<file path="config.mk">
export PLATFORM = sky130hd
export DESIGN_NAME = loop_scan_engine
export DESIGN_NICKNAME = d
export VERILOG_FILES = /design/src/rtl/loop_scan_pkg.sv /design/src/rtl/loop_scan_window.sv /design/src/rtl/loop_scan_engine.sv
export SDC_FILE = /design/constraint.sdc
export NUM_CORES = 1
export LEC_CHECK = 0
export ABC_AREA = 1
export ABC_CLOCK_PERIOD_IN_PS = 6730
export BUFFER_PORTS_ARGS = -buffer_cell sky130_fd_sc_hd__buf_2
export CORE_ASPECT_RATIO = 0.7
export CORE_MARGIN = 2
export CORE_UTILIZATION = 30
export CTS_BUF_LIST = sky130_fd_sc_hd__clkbuf_16
export DETAILED_ROUTE_END_ITERATION = 6
export PLACE_DENSITY = 0.52
export RECOVER_POWER = 100
export SYNTH_ARGS = -nofsm -noshare
export SYNTH_HDL_FRONTEND = slang
export SYNTH_HIERARCHICAL = 1
export SYNTH_SLANG_ARGS = --single-unit
</file>
<file path="constraint.sdc">
create_clock -name clk -period 6.73 [get_ports clk]
set_input_delay 0.3365 -clock clk [delete_from_list [all_inputs] [get_ports clk]]
set_output_delay 0.3365 -clock clk [all_outputs]
set_load 0.02 [all_outputs]
</file>
<file path="src/rtl/loop_scan_pkg.sv">
// rtl/loop_scan_pkg.sv - shared types and helpers for the loop scan engine
// Purpose: scan FSM state encoding, result record and limit normalisation.
// Ports: none (package).
package loop_scan_pkg;

    typedef enum logic [1:0] {
        IDLE = 2'd0,
        SCAN = 2'd1,
        DONE = 2'd2
    } scan_state_e;

    function automatic int idx_w(input int depth);
        return (depth > 1) ? $clog2(depth) : 1;
    endfunction

    function automatic int cnt_w(input int depth);
        return $clog2(depth + 1);
    endfunction

    // Result record is sized for the largest supported table; users slice
    // the low bits that match their own DEPTH.
    localparam int SCAN_MAX_DEPTH = 256;
    localparam int RES_IW         = idx_w(SCAN_MAX_DEPTH);
    localparam int RES_CW         = cnt_w(SCAN_MAX_DEPTH);

    typedef struct packed {
        logic              found;
        logic [RES_IW-1:0] idx;
        logic [RES_CW-1:0] count;
        logic              aborted;
    } scan_result_t;

    // A zero or oversized limit means "scan the whole table".
    function automatic int eff_limit(input int lim, input int depth);
        return ((lim == 0) || (lim > depth)) ? depth : lim;
    endfunction

endpackage

</file>
<file path="src/rtl/loop_scan_window.sv">
// rtl/loop_scan_window.sv - combinational evaluation of one LANES-wide scan window
// Purpose: walk entries ptr..ptr+LANES-1, skipping masked ones, counting the
//          compared ones, and report the first hit or a stop condition.
// Ports: tbl_flat (whole table), key, skip_bits (whole mask), ptr (window base),
//        count/limit (compare budget) -> hit, hit_idx, new_count, stop.
module loop_scan_window #(
    parameter int WIDTH = 8,
    parameter int DEPTH = 8,
    parameter int LANES = 2,
    parameter int IW    = 3,
    parameter int CW    = 4
) (
    input  logic [DEPTH*WIDTH-1:0] tbl_flat,
    input  logic [WIDTH-1:0]       key,
    input  logic [DEPTH-1:0]       skip_bits,
    input  logic [IW-1:0]          ptr,
    input  logic [CW-1:0]          count,
    input  logic [CW-1:0]          limit,
    output logic                   hit,
    output logic [IW-1:0]          hit_idx,
    output logic [CW-1:0]          new_count,
    output logic                   stop
);

    typedef struct packed {
        logic          hit;
        logic [IW-1:0] idx;
        logic [CW-1:0] cnt;
        logic          stop;
    } win_t;

    function automatic win_t eval_window(
        input logic [DEPTH*WIDTH-1:0] t,
        input logic [WIDTH-1:0]       k,
        input logic [DEPTH-1:0]       s,
        input int                     p,
        input int                     c_in,
        input int                     lim
    );
        win_t r;
        int   c;
        logic live;
        r    = '0;
        c    = c_in;
        live = 1'b0;
        // Constant loop bounds keep every table select static.
        for (int j = 0; j < DEPTH; j++) begin
            if (j < p) continue;
            if (j >= p + LANES) break;
            if (s[j]) continue;
            c++;
            if (t[j*WIDTH +: WIDTH] == k) begin
                r.hit  = 1'b1;
                r.idx  = IW'(j);
                r.cnt  = CW'(c);
                r.stop = 1'b1;
                return r;
            end
            if (c >= lim) begin
                r.cnt  = CW'(c);
                r.stop = 1'b1;
                return r;
            end
        end
        // Nothing compare-able beyond this window: end now rather than spin
        // through windows that are fully skipped or past the table end.
        for (int j = 0; j < DEPTH; j++) begin
            if ((j >= p + LANES) && !s[j]) live = 1'b1;
        end
        r.cnt  = CW'(c);
        r.stop = !live;
        return r;
    endfunction

    win_t w;

    always_comb begin
        w = eval_window(tbl_flat, key, skip_bits, int'(ptr), int'(count), int'(limit));
    end

    assign hit       = w.hit;
    assign hit_idx   = w.idx;
    assign new_count = w.cnt;
    assign stop      = w.stop;

endmodule

</file>
<file path="src/rtl/loop_scan_engine.sv">
// rtl/loop_scan_engine.sv - handshaked multi-cycle table search with early exit
// Purpose: holds a DEPTH-entry table and scans it LANES entries per cycle for a
//          key, honouring skip mask, compare limit and abort.
// Ports: clk, rst_n (async active-low); wr_en/wr_idx/wr_data table write;
//        start_valid/start_ready + key/skip_mask/limit request;
//        abort; res_valid/res_ready + res_found/res_idx/res_count/res_aborted.
// Option: LOOP_SCAN_PERF_EN adds perf_cycles (saturating count of SCAN cycles).
module loop_scan_engine
    import loop_scan_pkg::*;
#(
    parameter  int WIDTH = 8,
    parameter  int DEPTH = 8,
    parameter  int LANES = 2,
    localparam int IW    = $clog2(DEPTH),
    localparam int CW    = $clog2(DEPTH + 1)
) (
    input  logic             clk,
    input  logic             rst_n,
    input  logic             wr_en,
    input  logic [IW-1:0]    wr_idx,
    input  logic [WIDTH-1:0] wr_data,
    input  logic             start_valid,
    output logic             start_ready,
    input  logic [WIDTH-1:0] key,
    input  logic [DEPTH-1:0] skip_mask,
    input  logic [CW-1:0]    limit,
    input  logic             abort,
    output logic             res_valid,
    input  logic             res_ready,
    output logic             res_found,
    output logic [IW-1:0]    res_idx,
    output logic [CW-1:0]    res_count,
    output logic             res_aborted
`ifdef LOOP_SCAN_PERF_EN
    ,
    output logic [15:0]      perf_cycles
`endif
);

    scan_state_e            state_q, state_d;
    logic [DEPTH*WIDTH-1:0] tbl_q, tbl_d;
    logic [WIDTH-1:0]       key_q, key_d;
    logic [DEPTH-1:0]       skip_q, skip_d;
    logic [CW-1:0]          lim_q, lim_d;
    logic [IW-1:0]          ptr_q, ptr_d;
    logic [CW-1:0]          cnt_q, cnt_d;
    scan_result_t           res_q, res_d;
    logic                   res_valid_q, res_valid_d;
`ifdef LOOP_SCAN_PERF_EN
    logic [15:0]            perf_q, perf_d;
`endif

    logic          win_hit;
    logic [IW-1:0] win_idx;
    logic [CW-1:0] win_cnt;
    logic          win_stop;

    loop_scan_window #(
        .WIDTH (WIDTH),
        .DEPTH (DEPTH),
        .LANES (LANES),
        .IW    (IW),
        .CW    (CW)
    ) u_window (
        .tbl_flat  (tbl_q),
        .key       (key_q),
        .skip_bits (skip_q),
        .ptr       (ptr_q),
        .count     (cnt_q),
        .limit     (lim_q),
        .hit       (win_hit),
        .hit_idx   (win_idx),
        .new_count (win_cnt),
        .stop      (win_stop)
    );

    always_comb begin
        state_d     = state_q;
        tbl_d       = tbl_q;
        key_d       = key_q;
        skip_d      = skip_q;
        lim_d       = lim_q;
        ptr_d       = ptr_q;
        cnt_d       = cnt_q;
        res_d       = res_q;
        res_valid_d = res_valid_q;
`ifdef LOOP_SCAN_PERF_EN
        perf_d      = perf_q;
        if ((state_q == SCAN) && (perf_q != 16'hFFFF)) perf_d = perf_q + 16'd1;
`endif

        // Table is frozen while a search runs; an IDLE write lands in the same
        // edge as an accept, so the first window already sees it.
        if (wr_en && (state_q != SCAN)) begin
            for (int j = 0; j < DEPTH; j++) begin
                if (wr_idx == IW'(j)) tbl_d[j*WIDTH +: WIDTH] = wr_data;
            end
        end

        case (state_q)
            IDLE: begin
                if (start_valid) begin
                    key_d   = key;
                    skip_d  = skip_mask;
                    lim_d   = CW'(eff_limit(int'(limit), DEPTH));
                    ptr_d   = '0;
                    cnt_d   = '0;
                    state_d = SCAN;
                end
            end
            SCAN: begin
                if (abort) begin
                    // This cycle's window is discarded, so report the
                    // count accumulated by earlier windows only.
                    res_d                = '0;
                    res_d.count[CW-1:0]  = cnt_q;
                    res_d.aborted        = 1'b1;
                    res_valid_d          = 1'b1;
                    state_d              = DONE;
                end else if (win_stop) begin
                    res_d                = '0;
                    res_d.found          = win_hit;
                    res_d.idx[IW-1:0]    = win_idx;
                    res_d.count[CW-1:0]  = win_cnt;
                    res_valid_d          = 1'b1;
                    state_d              = DONE;
                end else begin
                    ptr_d = ptr_q + IW'(LANES);
                    cnt_d = win_cnt;
                end
            end
            DONE: begin
                if (res_ready) begin
                    res_valid_d = 1'b0;
                    state_d     = IDLE;
                end
            end
            default: state_d = IDLE;
        endcase
    end

    always_ff @(posedge clk or negedge rst_n) begin
        if (!rst_n) begin
            state_q     <= IDLE;
            tbl_q       <= '0;
            key_q       <= '0;
            skip_q      <= '0;
            lim_q       <= '0;
            ptr_q       <= '0;
            cnt_q       <= '0;
            res_q       <= '0;
            res_valid_q <= 1'b0;
`ifdef LOOP_SCAN_PERF_EN
            perf_q      <= '0;
`endif
        end else begin
            state_q     <= state_d;
            tbl_q       <= tbl_d;
            key_q       <= key_d;
            skip_q      <= skip_d;
            lim_q       <= lim_d;
            ptr_q       <= ptr_d;
            cnt_q       <= cnt_d;
            res_q       <= res_d;
            res_valid_q <= res_valid_d;
`ifdef LOOP_SCAN_PERF_EN
            perf_q      <= perf_d;
`endif
        end
    end

    assign start_ready = (state_q == IDLE);
    assign res_valid   = res_valid_q;
    assign res_found   = res_q.found;
    assign res_idx     = res_q.idx[IW-1:0];
    assign res_count   = res_q.count[CW-1:0];
    assign res_aborted = res_q.aborted;
`ifdef LOOP_SCAN_PERF_EN
    assign perf_cycles = perf_q;
`endif

    // Upper bits of the shared result record are always zero for this DEPTH.
    logic unused_res_bits;
    assign unused_res_bits = ^{res_q.idx, res_q.count};

endmodule

</file>
Word level (Yosys, flattened, before mapping):

Cells that the tools add are included.

* flip-flop bits (word level): 103
* bits of input ports: 37
* output and inout bits: 11
* logic and storage cells: 695

* $add $sub $neg: 10
* order comparisons: 24
* eq/ne operators: 23
* muxes and demuxes: 581
* reduce and logical (&&, ||, !) cells: 38

Operators with widths (number)
* 9-bit 2-to-1 mux: 153
* 32-bit 2-to-1 mux: 42
* 1-bit 2-to-1 mux: 344
* 32-bit by 5-bit >= comparator with 1-bit output: 8
* 32-bit by 2-bit adder with 32-bit output, second input constant: 7
* 4-bit by 32-bit >= comparator with 1-bit output, first input constant: 4
* 5-bit 2-to-1 mux: 16
* 8-bit == test: 8
* 3-bit by 32-bit >= comparator with 1-bit output, first input constant: 2
* 4-bit 2-to-1 mux: 13
* 19-bit 2-to-1 mux: 2
* 1-bit by 32-bit >= comparator with 1-bit output, first input constant: 1
* 2-bit by 32-bit >= comparator with 1-bit output, first input constant: 1
* 2-bit AND reduction: 10
* 3-bit == test, second input constant: 4
* 1-bit logical AND: 9
* 1-bit logical NOT: 9
* 3-bit less-than comparator, first input constant: 3
* 3-bit 2-to-1 mux: 3
* 2-bit 2-to-1 mux: 4
* 2-bit inequality test, second input constant: 4
* 4-bit one-hot mux with 2 select lines: 1
* 3-bit by 2-bit == test with 1-bit output, second input constant: 2
* 1-bit by 3-bit less-than comparator with 1-bit output, first input constant: 2
* other kinds (20): 24

Logic depth before layout (Yosys ltp):

Gate-level depths: netlist of the first run.

* word-level depth: 218
* depth in mapped cells: 55
* depth with buffers taken out: 54

By module:

Netlist of the first run, hierarchy kept.

Modules (own cells, without submodules)
* loop_scan_window: instances 1, cells each 764, area an instance 4314.1 µm², seq. area each 0.0 µm²
* loop_scan_engine: instances 1, cells each 490, area an instance 4117.7 µm², seq. area each 2552.4 µm²

Least setup slack after synthesis of the first run:

No wires, ideal clock.

* path kind: flip-flop to flip-flop
* start: reg ptr_q[1]
* end: reg ptr_q[2]
* setup time: 0.066 ns
* data arrival time: 7.260 ns
* data required time: 6.664 ns
* path slack: -0.596 ns
* cell stages (with the launch flop): 52
* path buffers: 1
* clock period less this slack: 7.326 ns
* cell sequence: dfrtp_1 inv_4 ha_1 buf_6 inv_4 nor2_8 nand2_4 nand2_1 nand2_2 ha_1 nand2_1 nand2_2 ha_1 or2_1 nand2_1 inv_1 ha_1 nand2_1 [16 not listed] nand2_1 a21oi_1 nand4_1 nand3_1 nand2_1 nand2_1 nand2_1 nand2_1 nand2_1 nand2_1 nand2_1 nand2_1 nand2_1 nor2_1 nand2_1 nand2_1 nand2_1 nand2_1

* word-level cells in the longest chain between the ends: 93
* elaborated cells on any way between the ends: 390
* classes of those cells: 9 x add/sub; 22 x order compare; 1 x eq/ne; 348 x mux; 10 x reduce/logical

RTL lines
* from (decl): RTL line loop_scan_engine.sv:45 `logic [IW-1:0] ptr_q, ptr_d;`
* from (signal assigned): RTL line loop_scan_engine.sv:162 `ptr_q <= ptr_d;`
* parallel branches: the longest is 90 deep, another holds 1-bit by 32-bit >= comparator with 1-bit output
* 9-bit 2-to-1 mux (*): RTL line loop_scan_window.sv:67 `for (int j = 0; j < DEPTH; j++) begin`
* net win_stop: RTL line loop_scan_engine.sv:56 `logic win_stop;`
* 2-bit inequality test (no line) (*)
* 4-bit AND reduction (no line) (*)

Mark *: on every way through the listed nets, which the timed path passes. The select of a mux whose other input is x is not followed.
A chain may end at the register's enable or synchronous reset.

Final worst setup path of the first run:

* start: reg ptr_q[2]
* end: reg ptr_q[2]

The elaborated chain is that of the path after synthesis.

==> impl_metrics.py, run 1 <==
metrics = {
    "critical_path": {
        "cp_max_fo": 7,
        "worst_setup_path_end_kind": "register",
        "criticalPathCategory": "register to register",
        "reg2reg_depth": 50,
        "cp_slowest_cell": "dfrtp_1",
        "r2r-start": "ptr_q[2]",
        "path_delay_family": "simple AND/OR/NAND/NOR gates",
        "critical_path_required_ps": 7020,
        "cp-start-kind": "register",
        "startpoint": "ptr_q[2]",
        "cpPeakStageDelay_ps": 390,
        "cp_num_buf_inv": 5,
        "rr_endpoint": "ptr_q[2]",
        "cp.arrival_ps": 6750,
        "r2r_setup_slack_ps": 270,
    },
    "synth": {
        "seq_area_frac_synth_pct": 30.3,
        "synthFlopType": "dfrtp_1",
        "ys_top_cells_by_area": "dfrtp_1 30%, nand2_1 23%, ha_1 7.0%, nand3_1 5.6%, inv_1 5.3%",
        "synth_top_area_share_pct": 30.3,
        "async_flop_share_pct": 100,
        "synth_area_leader_cell": "dfrtp_1",
        "yosysWarnings": 6,
        "synth_edf_count": 0,
        "ys_types": 60,
        "ys_ff_latch": 102,
        "syn_area_um2": 8430,
        "netlist_instances": 1254,
        "avgSynthCellArea_um2": 6.72,
    },
    "die": {
        "die_h_um": 144,
        "fp-row-count": 51,
        "io_pins": 48,
        "die_x_um": 204,
        "coreArea_um2": 27700,
        "initial_utilization_pct": 30.4,
        "dieArea_um2": 29500,
    },
    "sta": {
        "hold_slack_ps": 168,
        "maxSlewHeadroom_pct": -35.4,
        "worst_pin_slew_ps": 2030,
        "hold_viol": 0,
        "grt_setup_unrepaired": "yes",
        "period_minus_slack_ps": 6460,
        "maxClockFrequency_mhz": 155,
        "fin_skew_ps": 12.7,
        "finalSetupViolations": 0,
        "drv_slew": 38,
        "fin_crit_sh_pct": 96.0,
    },
    "worst_hold_path": {
        "whs_endpoint": "key_q[5]",
        "hp-class": "input port to register",
        "min_from": "key[5]",
        "whs_path_depth": 3,
    },
    "clocking": {
        "cts_htree_levels": 3,
        "cts_tree": "yes",
        "cts-root-buf": "clkbuf_16",
        "path_clk_slew_ps": 80,
        "clock-sinks": 102,
        "clockBufferDepth": 2,
        "cts_buffers": 9,
        "clk_latency_ps": 360,
    },
    "final_layout": {
        "nNetsFinal": 1416,
        "final_cell_mix": "499 x nand2_1, 113 x inv_1, 101 x dfrtp_1",
        "drive_above_1_share_pct": 19.7,
        "syn_to_final_growth_pct": 18.2,
        "fill_cells": 3011,
        "num_antenna_cells": 0,
        "layout_commonest_cell": "nand2_1",
    },
    "global_routing": {
        "grt_pass1_vias": 7327,
        "antenna_found_initial": 0,
        "gr-usage-all-layers_pct": 17.9,
        "grt_pass1_wl_mm": 41.2,
        "grt_overflow": 0,
        "grt_max_degree": 67,
    },
    "detailed_routing": {
        "initialDrtViolationCount": 600,
        "vias": 8070,
        "drc_errors": 0,
        "routed_wl_mm": 25.9,
        "ant_nets": 0,
        "viasPerCell": 4.73,
        "first_pass_iters": 5,
        "post_drt_wl_per_cell_um": 15.2,
    },
    "placement": {
        "place.port_buffers": 47,
        "globalplace.congestion": 0.860,
        "place.detailed.hpwl_mm": 19.2,
    },
    "run": {
        "cap_violations": 1,
    },
    "status": {
        "violations": "capacitance limit, slew limit",
        "status": "complete, but fails checks",
    },
}
==> kinds of logic (layout without fill, tap and decap cells) <==
family | Yosys count | after routing | share of synthesized area [%]
mux | 1 | 1 | 0.134
xor+xnor | 51 | 51 | 5.52
other cells | 1 | 3 | 0.0445
compound gates | 91 | 91 | 6.22
simple gates | 791 | 791 | 42.9
flops | 102 | 102 | 30.3
buf+inv | 170 | 250 | 7.97
fa+ha+maj | 47 | 47 | 6.97
==> flip-flops by register name, summed over array words and instances, names as in the netlist <==
signal	cells
res_valid	1
lim_q	4
tbl_q	64
state_q	2
skip_q	8
cnt_q	4
ptr_q	2
res_idx	3
res_count	4
res_found	1
res_aborted	1
key_q	8
==> how the worst max path moves through the flow <==
stage | slack [ps] | endpoint | cells after the start
global placement | 90 | ptr_q[2] | 50
global route | -110 | ptr_q[1] | 50
CTS | 20 | ptr_q[1] | 50
finish | 270 | ptr_q[2] | 50
floorplan | 2 | ptr_q[2] | 50
detailed placement | -40 | res_found | 49
==> per-layer routing <==
metal,share of wire [%],routed length (um),GRT usage [%],vias to the layer above
met4,0.54,140,1.95,0
met2,40,10400,25.3,185
met3,4.6,1190,2.84,14
li1,-,-,-,4110
met1,55,14200,28.7,3761
met5,0,0,0,-
==> synthesized netlist by cell type (2+ instances only) <==
cell type / instances
o21ai_0: 32
or2_2: 20
ha_1: 47
nor4_1: 5
a21boi_0: 5
xnor2_1: 30
buf_2: 7
buf_1: 8
buf_4: 2
nand3_1: 95
a21oi_1: 29
inv_1: 118
clkinv_1: 2
inv_4: 4
inv_2: 16
nand4_1: 26
nand3b_1: 2
nand3_2: 10
o21ai_1: 7
nand3_4: 2
nor2_1: 48
nor2_8: 3
o211ai_1: 2
nand2_1: 516
nand2_4: 10
a211oi_1: 2
nand2_2: 23
xor2_1: 20
nor3_2: 4
nor3_1: 5
dfrtp_1: 102
nor2_2: 13
clkbuf_1: 12
==> final cells by class <==
cell class	count	area (um^2)	area share (%)
inverters	140	536	5.37
well taps	371	464	4.66
multi-input cells	984	5530	55.5
clock buffers	9	225	2.26
clock inverters	6	53.8	0.540
repair buffers	95	608	6.10
flip-flops and latches	102	2550	25.6
==> tightest hold or removal path, cell delays in order <==
cell and delay [ps]:
buf_2 70, nand2_1 40, nand2_1 40
==> repair_timing <==
item	in CTS	in global routing
buffers inserted	2	19
hold endpoints to repair	36	0
pin swaps	2	52
setup endpoints to repair	14	18
gates resized for setup	3	51
hold buffers	1	0
==> stage by stage <==
step	utilization, %	instances	setup slack, ps	area [um^2]	setup TNS (ps)
2_1_floorplan	-	1256	1.66	8540	0
3_3_place_gp	33.6	1670	93.6	9300	0
3_5_place_dp	33.6	1670	-40.4	9300	-245
4_1_cts	34.7	1688	19.2	9610	0
5_1_grt	36.0	1707	-113	9970	-1280
6_report	36.0	1707	271	9970	0
Power of run 1 is not shown: default switching activity piles up to over one toggle a cycle in this logic, so the estimate is an artifact.
==> run 2: changes to the inputs <==
--- a/config.mk
+++ b/config.mk
@@ -15,6 +15,7 @@
 export DETAILED_ROUTE_END_ITERATION = 6
 export PLACE_DENSITY = 0.52
 export RECOVER_POWER = 100
+export REMOVE_ABC_BUFFERS = 1
 export SYNTH_ARGS = -nofsm -noshare
 export SYNTH_HDL_FRONTEND = slang
 export SYNTH_HIERARCHICAL = 1
==> run 2 against run 1 <==
The run still ends with capacitance limit, slew limit left. Wire length up 0.79%. Clock skew down 1.7 ps. Die area unchanged. Fmax up 1.7%.
==> impl_metrics.py, run 2 (synthesized netlist as in run 1, its figures left out) <==
metrics = {
    "final_layout": {
        "utilization_pct": 36.0,
        "syn_to_final_growth_pct": 18.1,
        "layout_commonest_cell": "nand2_1",
        "fill_cells": 2957,
        "drive_above_1_share_pct": 18.9,
        "reg_top3": "tbl_q: 64 flops, key_q: 8 flops, skip_q: 8 flops",
        "largest_reg_flops": 64,
        "largest_register": "tbl_q",
        "final_cell_mix": "502 x nand2_1, 116 x inv_1, 102 x dfrtp_1",
        "nNetsFinal": 1427,
        "num_antenna_cells": 0,
    },
    "sta": {
        "period_minus_slack_ps": 6350,
        "fin_ws_ps": 377,
        "fin_crit_sh_pct": 94.4,
        "maxSlewHeadroom_pct": -139,
        "hold_viol": 0,
        "maxClockFrequency_mhz": 157,
        "finalSetupViolations": 0,
        "fin_skew_ps": 11.0,
        "worst_pin_slew_ps": 3590,
        "drv_slew": 146,
    },
    "die": {
        "die_x_um": 204,
        "initial_utilization_pct": 30.4,
        "coreArea_um2": 27700,
        "die_h_um": 144,
        "dieArea_um2": 29500,
        "fp-row-count": 51,
        "io_pins": 48,
    },
    "global_routing": {
        "gr-usage-all-layers_pct": 18.1,
        "grt_pass1_vias": 7448,
        "grt_pass1_wl_mm": 41.6,
        "grt_overflow": 0,
        "grt_max_degree": 67,
        "antenna_found_initial": 0,
    },
    "clocking": {
        "cts_buffers": 9,
        "clock-sinks": 102,
        "cts_tree": "yes",
        "cts-root-buf": "clkbuf_16",
        "clockBufferDepth": 2,
        "clk_latency_ps": 350,
        "cts_htree_levels": 3,
        "path_clk_slew_ps": 70,
    },
    "critical_path": {
        "cp-start-kind": "register",
        "cp_num_buf_inv": 7,
        "critical_path_required_ps": 6980,
        "worst_setup_path_end_kind": "register",
        "cpMostUsedCell": "nand2_1",
        "cp_max_fo": 6,
        "cpPeakStageDelay_ps": 390,
        "cp.arrival_ps": 6600,
        "criticalPathCategory": "register to register",
        "cp_slowest_cell": "dfrtp_1",
        "path_delay_family": "simple AND/OR/NAND/NOR gates",
    },
    "detailed_routing": {
        "drc_errors": 0,
        "ant_nets": 0,
        "viasPerCell": 4.70,
        "first_pass_iters": 5,
        "vias": 8083,
        "initialDrtViolationCount": 636,
        "routed_wl_mm": 26.1,
        "post_drt_wl_per_cell_um": 15.2,
    },
    "placement": {
        "place.port_buffers": 47,
        "place_ws_ps": -489,
        "place.detailed.hpwl_mm": 20.0,
        "globalplace.congestion": 0.855,
    },
    "run": {
        "cap_violations": 3,
    },
    "status": {
        "status": "complete, but fails checks",
        "violations": "capacitance limit, slew limit",
    },
    "worst_hold_path": {
        "hp-class": "input port to register",
    },
}
[run 2: cell types whose count changed in the layout (fill, tap and decap cells not counted), moves of 3 or more]
cell and delta:
buf_4 +12, nand3_2 -7, inv_1 +3, buf_6 -3, nand3_1 +7, nand2_1 +3, clkbuf_1 +3
[run 2: worst register-to-register path: cells and delay by family (launching register included)]
kind | cells | cell delay (ps)
buffers and inverters | 7 | 650
and+or+nand+nor | 31 | 2670
adders and majority gates | 8 | 1950
DFF | 1 | 390
AOI/OAI and AO/OA | 6 | 590
[run 2: final timing paths]
kind                            startpoint      endpoint  slack [ps]  cells past startpoint
worst max-delay path              ptr_q[2]  res_count[2]         380                     52
worst min-delay path             res_ready    state_q[1]         180                      2
worst max register to register    ptr_q[2]  res_count[2]         380                     52
worst min register to register    lim_q[3]      lim_q[3]         480                      2
max in group asynchronous            rst_n     tbl_q[48]        1340                      3
min in group asynchronous            rst_n     res_found        1120                      2
[run 2: through the flow]
stage,setup TNS (ps),hold slack (ps),cell area (um^2),instances
2_1_floorplan,-14090,40.9,8300,1226
3_3_place_gp,-4620,338,9410,1698
3_5_place_dp,-7170,334,9410,1698
4_1_cts,0,169,9790,1716
5_1_grt,-9.18,184,9960,1718
6_report,0,184,9960,1718
[run 2: cell type report]
class / count / area, um^2 / area share [%]
Clock inverter: 6 / 63.8 / 0.641
Timing Repair Buffer: 106 / 656 / 6.58
Multi-Input combinational cell: 984 / 5460 / 54.8
Clock buffer: 9 / 225 / 2.26
Inverter: 140 / 536 / 5.38
Sequential cell: 102 / 2550 / 25.6
Tap cell: 371 / 464 / 4.66
[run 2: layer usage]
layer	share of wire, %	track usage, %
met5	0	0
met1	56	29.4
met4	0.34	1.91
met3	4.6	2.77
met2	39	25.2
[run 2: what timing repair did]
action                                  4_1_cts  5_1_grt
endpoints found under the setup margin       18       18
gates cloned                                  0        1
buffers inserted                              2        2
endpoints found under the hold margin        36        0
hold buffers                                  1        0
pin swaps                                     6       27
gates resized for setup                      15       43
Power of run 2 is left out for the same reason.
